[src/rtl/noc_dma_rd.sv]
// noc_dma_rd: AXI4 read-DMA engine; fetches num_beats beats as INCR bursts into a local operand buffer.
// Optional feature macro NOC_DMA_RD_4K_GUARD_EN: clip bursts so none crosses a 4 KB address boundary.
module noc_dma_rd #(
  parameter int ADDR_W    = 64,
  parameter int DATA_W    = 128,
  parameter int BUF_AW    = 10,
  parameter int MAX_BURST = 16
) (
  input  logic              clk,
  input  logic              rst,
  input  logic              start,
  input  logic [ADDR_W-1:0] base_addr,
  input  logic [BUF_AW:0]   num_beats,
  output logic              done,
  output logic              error,
  output logic              busy,
  output logic [ADDR_W-1:0] m_araddr,
  output logic [7:0]        m_arlen,
  output logic [2:0]        m_arsize,
  output logic [1:0]        m_arburst,
  output logic              m_arvalid,
  input  logic              m_arready,
  input  logic [DATA_W-1:0] m_rdata,
  input  logic [1:0]        m_rresp,
  input  logic              m_rlast,
  input  logic              m_rvalid,
  output logic              m_rready,
  output logic              buf_we,
  output logic [BUF_AW-1:0] buf_addr,
  output logic [DATA_W-1:0] buf_wdata
);

  localparam int BYTES_LG = $clog2(DATA_W / 8);
  localparam int CW       = (BUF_AW + 1 > 13) ? BUF_AW + 1 : 13;

  typedef enum logic [2:0] {S_IDLE, S_ADDR, S_DATA, S_DONE, S_ERR} state_t;

  state_t            r_state;
  state_t            w_state_next;
  logic [ADDR_W-1:0] r_addr;
  logic [BUF_AW:0]   r_remaining;
  logic [8:0]        r_burst_left;
  logic              r_err;
  logic [BUF_AW-1:0] r_beat_idx;
  logic [BUF_AW-1:0] r_buf_addr;
  logic              r_buf_we;
  logic [DATA_W-1:0] r_buf_wdata;

  logic [CW-1:0]     w_rem;
  logic [CW-1:0]     w_burst;
  logic              w_exp_last;
  logic              w_beat_err;

`ifdef NOC_DMA_RD_4K_GUARD_EN
  logic [12:0]       w_to_4k_bytes;
  logic [CW-1:0]     w_to_4k;
  assign w_to_4k_bytes = 13'h1000 - {1'b0, r_addr[11:0]};
  assign w_to_4k       = CW'(w_to_4k_bytes >> BYTES_LG);
`endif

  // Burst size depends only on registers, so AR fields stay stable while waiting for arready.
  always_comb begin
    w_rem   = CW'(r_remaining);
    w_burst = (w_rem < CW'(MAX_BURST)) ? w_rem : CW'(MAX_BURST);
`ifdef NOC_DMA_RD_4K_GUARD_EN
    if (w_to_4k < w_burst) w_burst = w_to_4k;
`endif
  end

  assign w_exp_last = (r_burst_left == 9'd1);
  assign w_beat_err = (m_rresp != 2'b00) || (m_rlast != w_exp_last);

  always_ff @(posedge clk) begin
    if (rst) r_state <= S_IDLE;
    else     r_state <= w_state_next;
  end

  always_comb begin
    w_state_next = r_state;
    case (r_state)
      S_IDLE: if (start) w_state_next = (num_beats != '0) ? S_ADDR : S_DONE;
      S_ADDR: if (m_arready) w_state_next = S_DATA;
      // A burst ends only on rlast, so an erroneous burst is always drained completely.
      S_DATA: if (m_rvalid && m_rlast) begin
        if (r_err || w_beat_err)     w_state_next = S_ERR;
        else if (r_remaining != '0)  w_state_next = S_ADDR;
        else                         w_state_next = S_DONE;
      end
      S_DONE:  w_state_next = S_IDLE;
      S_ERR:   w_state_next = S_IDLE;
      default: w_state_next = S_IDLE;
    endcase
  end

  always_comb begin
    done      = (r_state == S_DONE);
    error     = (r_state == S_ERR);
    busy      = (r_state != S_IDLE);
    m_arvalid = (r_state == S_ADDR);
    m_rready  = (r_state == S_DATA);
    m_araddr  = r_addr;
    m_arlen   = (r_state == S_ADDR) ? 8'(w_burst - CW'(1)) : 8'd0;
    m_arsize  = 3'(BYTES_LG);
    m_arburst = 2'b01;
    buf_we    = r_buf_we;
    buf_addr  = r_buf_addr;
    buf_wdata = r_buf_wdata;
  end

  always_ff @(posedge clk) begin
    if (rst) begin
      r_addr       <= '0;
      r_remaining  <= '0;
      r_burst_left <= '0;
      r_err        <= 1'b0;
      r_beat_idx   <= '0;
      r_buf_addr   <= '0;
      r_buf_we     <= 1'b0;
      r_buf_wdata  <= '0;
    end else begin
      r_buf_we <= 1'b0;
      case (r_state)
        S_IDLE: if (start) begin
          r_addr       <= base_addr;
          r_remaining  <= num_beats;
          r_burst_left <= '0;
          r_err        <= 1'b0;
          r_beat_idx   <= '0;
          r_buf_addr   <= '0;
        end
        S_ADDR: if (m_arready) begin
          r_addr       <= r_addr + (ADDR_W'(w_burst) << BYTES_LG);
          r_remaining  <= r_remaining - w_burst[BUF_AW:0];
          r_burst_left <= w_burst[8:0];
        end
        S_DATA: if (m_rvalid) begin
          if (r_burst_left != '0) r_burst_left <= r_burst_left - 9'd1;
          if (w_beat_err) r_err <= 1'b1;
          if (!w_beat_err && !r_err) begin
            r_buf_we    <= 1'b1;
            r_buf_addr  <= r_beat_idx;
            r_buf_wdata <= m_rdata;
            r_beat_idx  <= r_beat_idx + 1'b1;
          end
        end
        default: ;
      endcase
    end
  end

endmodule
[config.mk]
export PLATFORM = sky130hd
export DESIGN_NAME = noc_dma_rd
export DESIGN_NICKNAME = d
export VERILOG_FILES = /design/src/rtl/noc_dma_rd.sv
export SDC_FILE = /design/constraint.sdc
export NUM_CORES = 1
export LEC_CHECK = 0
export CORE_AREA = 3 3 167 169
export DETAILED_ROUTE_END_ITERATION = 12
export DIE_AREA = 0 0 170 172
export GPL_TIMING_DRIVEN = 0
export PLACE_DENSITY = 0.77
export SLEW_MARGIN = 20
export SYNTH_ARGS = -nofsm -noshare
export SYNTH_HDL_FRONTEND = slang
export SYNTH_SLANG_ARGS = --single-unit
[constraint.sdc]
create_clock -name clk -period 6.35 [get_ports clk]
set_clock_uncertainty 0.05 [all_clocks]
set_input_delay 0.9525 -clock clk [delete_from_list [all_inputs] [get_ports clk]]
set_output_delay 0.9525 -clock clk [all_outputs]
set_load 0.005 [all_outputs]
# Word-level counts from Yosys, hierarchy flattened
# Cells that the tools add are included.
# Widths: inputs -> output; s select.
[classes]
n_addsub = 5
magnitude_cmp = 1
eq_ne = 13
muxes = 32
n_bitwise = 2
reduce_logical = 22
[ops]
columns = ["operator", "count"]
rows = [
  ["$mux 64", 2],
  ["$pmux 64 s2", 1],
  ["$add 64x15->64", 1],
  ["$mux 10", 5],
  ["$pmux 10 s2", 2],
  ["$mux 9", 4],
  ["$mux 11", 3],
  ["$pmux 9 s3", 1],
  ["$pmux 11 s2", 1],
  ["$reduce_bool 11->1", 2],
  ["$mux 3", 4],
  ["$lt 11x5->1 const B", 1],
  ["$sub 11x11->11", 1],
  ["$add 10x1->10 const B", 1],
  ["$ne 2x1->1 const B", 5],
  ["$eq 9x1->1 const B", 1],
  ["$pmux 3 s3", 1],
  ["$reduce_and 3->1", 3],
  ["$reduce_bool 9->1", 1],
  ["$sub 9x1->9 const B", 1],
  ["$mux 8", 1],
  ["$reduce_and 4->1", 2],
  ["$sub 8x1->8 const B", 1],
  ["$eq 3x2->1 const B", 2],
  ["other kinds (16)", 28],
]
[word_totals]
reg_bits = 237
wordCells = 84

# Depth between registers and ports, before layout
[logic_depth]
depth_word = 8
depth_mapped = 15
mapped_depth_nobuf = 13

# Worst setup path before layout
# No wires, ideal clock.
[synth_timing]
path_kind = "reg-to-reg"
startpoint = "register r_remaining[5]"
endpoint = "register r_addr[60] (netlist: m_araddr[60])"
setup_time_ns = 0.134
arrival_time_ns = 3.542
required_ns = 6.166
slack_ns = 2.625
stages_incl_launch_ff = 16
n_path_buf = 2
period_less_slack_ns = 3.725
cell_sequence = "dfxtp_1 > or3_1 > clkbuf_1 > nor3_2 > nand2_1 > inv_1 > ha_1 > inv_1 > fa_1 > nor2b_1 > o31a_1 > o21ai_0 > clkbuf_1 > a2111oi_0 > mux2i_1 > o22ai_1"
[synth_between]
elab_chain_cells = 5
[synth_rtl]
columns = ["item", "line_no", "text"]
rows = [
  ["start: declaration", "41", "logic [BUF_AW:0] r_remaining;"],
  ["start signal: assignment", "125", "r_remaining <= num_beats;"],
  ["start signal: assignment", "133", "r_remaining <= r_remaining - w_burst[BUF_AW:0];"],
  ["$lt 11x5->1", "64", "w_burst = (w_rem < CW'(MAX_BURST)) ? w_rem : CW'(MAX_BURST);"],
  ["$mux 11 (*)", "64", ""],
  ["$add 64x15->64 (*)", "132", "r_addr <= r_addr + (ADDR_W'(w_burst) << BYTES_LG);"],
  ["$mux 64 (*)", "131", "S_ADDR: if (m_arready) begin"],
  ["$pmux 64 s2 (*)", "122", "case (r_state)"],
  ["end signal: assignment", "124", "r_addr <= base_addr;"],
  ["end signal: assignment", "132", ""],
  ["end: declaration", "40", "logic [ADDR_W-1:0] r_addr;"],
]
# Mark *: on every way between the ends. The rest lies on a longest branch, timed or not. The select of a mux whose other input is x is not followed.
# A chain may end at the register's enable or synchronous reset.

# Worst setup path in the final report
[layout_timing]
startpoint = "register r_remaining[5]"
endpoint = "register r_addr[40] (netlist: m_araddr[40])"
# Same word-level chain as after synthesis.

==> impl_results.md <==
* Status: completed
* Tmin final at 4850 ps
* Most frequent cells in the layout: clkdlybuf4s50_1, nand2_1, dfxtp_1, a21oi_1, nor2_1
* FFs w/ async S/R, synth at 0
* Dominant synthesized flop cell: dfxtp_1
* # H-tree levels at 1
* Filler cells at 2370
* Reg-to-reg slack, setup at 1500 ps
* Setup repair bufs after CTS at 0
* Crit path DAT at 5230 ps
* Worst R2R Path Depth at 15
* Post-route cell area at 16800 um2
* Die height at 172 um
* FF+latch count, synth at 237
* Critical path type: reg2reg
* Initial core utilization at 0.419
* Clk buf depth at 3
* Via density at 5.80
* Post-CTS sizing at 0
* Synth Cell Area at 11200 um2
* CTS Root Cell: clkbuf_16
* Synthesis Warnings at 0
* Syn Area/Cell at 7.61 um2
* Max VDD drop at 0.211 mV
* Die width at 170 um
* Total negative slack at 0 ps
* Placed cell areas at 15900 um2
* Layout Nets at 2160
* Leak Pwr at 5.81 nW
* Via count at 13300
* Period utilization at 0.764
* Worst hold path startpoint: buf_wdata[77]
* Global-route usage over all layers at 0.327
* Final worst slack at 1500 ps
* # DRC at 0
* Peak Freq at 206 MHz
* Core Footprint at 26700 um2
* Layout overhead on the synthesized area at 49.7%
* Worst-path cell chain: or3_1 -> clkbuf_1 -> nor3_2 -> nand2_1 -> inv_1 -> ha_1 -> inv_1 -> fa_1 -> nor2b_1 -> o31a_1 -> o21ai_0 -> clkbuf_1 -> a2111oi_0 -> mux2i_1 -> nand2_1
* Distinct cells, synth at 74
* Wire per inst at 22.0 um
* Final Core Density at 0.628
* CP Launch Type: flop
* Layout cells sized above 1 at 0.0436
* Global-route wire length before repair at 74.8 mm
* Placement Setup Slack at 1680 ps
* Max_cap viols at 0
* Unrepaired setup endpoints after global routing: no
* Worst stage delay on the critical path at 740 ps
* Final hold viol count at 0
* Worst-path clk slew at 60 ps
* Hold crit path type: reg2reg
* Setup Viol. Count Final at 0
* Hold path cells at 2
* CP endpoint kind: flop
* CP Max Fanout at 10
* Inst Count DP at 2247
* Post-detailed-route count of antenna-violating nets at 0
* Max-slew violations at 0
* Drt first-iter violations at 1322
* Worst R2R Start: r_remaining[5]
* TritonCTS Sinks at 237
* Total grt overflow at 0
* Slew @ Worst Pin at 1020 ps
* Hold-fix buffers, CTS at 0
* Die Area at 29200 um2
* GP Congestion at 1.03
* Vias in the first global route at 13100
* Rel. slew slack at 0.312
* WL final at 50.5 mm
* DR pass1 iterations at 6
* Post-Layout Cell Count at 2298
* Initial antenna violation count at 7
* Rows at 60
* CP delay by family, top: simple AND/OR/NAND/NOR gates
* Gate Count Post-Synth at 1473
* Post-DP HPWL at 38.0 mm
* Buffers added on ports at 425
* Commonest non-fill, non-tap cell in the layout: clkdlybuf4s50_1
* Data required time of the critical path at 6730 ps
* TritonCTS Buffers at 26
* Crit-path slowest cell: a2111oi_0
* Largest net degree at the start of global routing at 14
* Cell area power density at 352 nW/um2
* Worst r2r dst: m_araddr[40]
* Critical path buffer and inverter count at 4
* CTS tree: built
* Hold path endpoint: buf_wdata[77]
* IO Pins at 432
* Clock latency on the worst-skew pair at 550 ps
* Sequential area share after synthesis at 0.423
* Number of synthesized flops with an enable pin at 0
-- Yosys cell counts (23+ instances only) --
library cell | number | area, um2
buf_2 | 23 | 115
nand3_1 | 55 | 275
nor4_1 | 24 | 150
dfxtp_1 | 237 | 4740
nor3_1 | 35 | 175
nand2_1 | 351 | 1320
nor2_1 | 103 | 387
o21ai_0 | 44 | 220
a21oi_1 | 179 | 896
and3_1 | 27 | 169
a211oi_1 | 25 | 188
a31oi_1 | 24 | 150
clkbuf_1 | 76 | 285
-- sequential cells by signal (all words and copies together), names as in the netlist --
register,cells
r_err,1
r_remaining,11
r_burst_left,9
r_state,3
r_beat_idx,10
buf_we,1
buf_addr,10
buf_wdata,128
m_araddr,64
-- logic make-up (layout without fill, tap and decap cells) --
family / Yosys count / after routing / share of synthesized area
buffers and inverters: 132 / 602 / 0.0492
AND/OR/NAND/NOR: 678 / 678 / 0.274
multiplexers: 21 / 21 / 0.0190
flip-flops: 237 / 237 / 0.423
adder cells (fa/ha/maj): 15 / 15 / 0.0174
AO/OA/AOI/OAI: 377 / 377 / 0.208
other: 2 / 16 / 0.000670
XOR/XNOR: 11 / 11 / 0.00860
-- where the power goes --
part / internal (mW) / leakage [nW] / total (mW) / switching, mW
Sequential: 1.70 / 1.92 / 1.97 / 0.269
Combinational: 0.959 / 3.47 / 2.41 / 1.45
Clock: 0.872 / 0.416 / 1.52 / 0.647
-- metal layers --
metal / GRT usage / wire (um) / up-vias / share of wire
li1: - / - / 6138 / -
met1: 0.354 / 17200 / 6194 / 0.34
met4: 0.183 / 3160 / 4 / 0.062
met5: 0 / 18 / - / 0.00036
met2: 0.559 / 24000 / 785 / 0.47
met3: 0.117 / 6200 / 203 / 0.12
-- metrics by stage --
step	hold WS (ps)	total power [mW]
5_1_grt	416	6.16
3_5_place_dp	395	4.32
3_3_place_gp	390	4.27
4_1_cts	404	5.82
6_report	403	5.90
2_1_floorplan	398	3.19
-- cell type report --
class | instances | area, um2 | share of cell area
multi-input cells | 1112 | 5940 | 0.354
flip-flops and latches | 237 | 4740 | 0.283
repair buffers | 425 | 4250 | 0.254
clock buffers | 37 | 762 | 0.0454
plain buffers | 113 | 480 | 0.0286
well taps | 341 | 427 | 0.0254
clock inverters | 8 | 78.8 | 0.00470
inverters | 19 | 71.3 | 0.00425
diodes | 6 | 15.0 | 0.000895
-- worst min-delay path: cells and delay by family (launching register included) --
family | cells | cell delay (ps)
simple gates | 1 | 50
compound gates | 1 | 50
flops | 1 | 310
-- worst max-delay path by stage --
stage | start | end | slack, ps | cells past startpoint
detailed placement | r_remaining[5] | m_araddr[46] | 1680 | 15
floorplan | r_remaining[5] | m_araddr[60] | 2620 | 15
finish | r_remaining[5] | m_araddr[40] | 1500 | 15
global placement | r_remaining[5] | m_araddr[46] | 1660 | 15
CTS | r_remaining[5] | m_araddr[40] | 1620 | 15
global route | r_remaining[5] | m_araddr[40] | 1250 | 15
(Power assumes the default switching activity.)
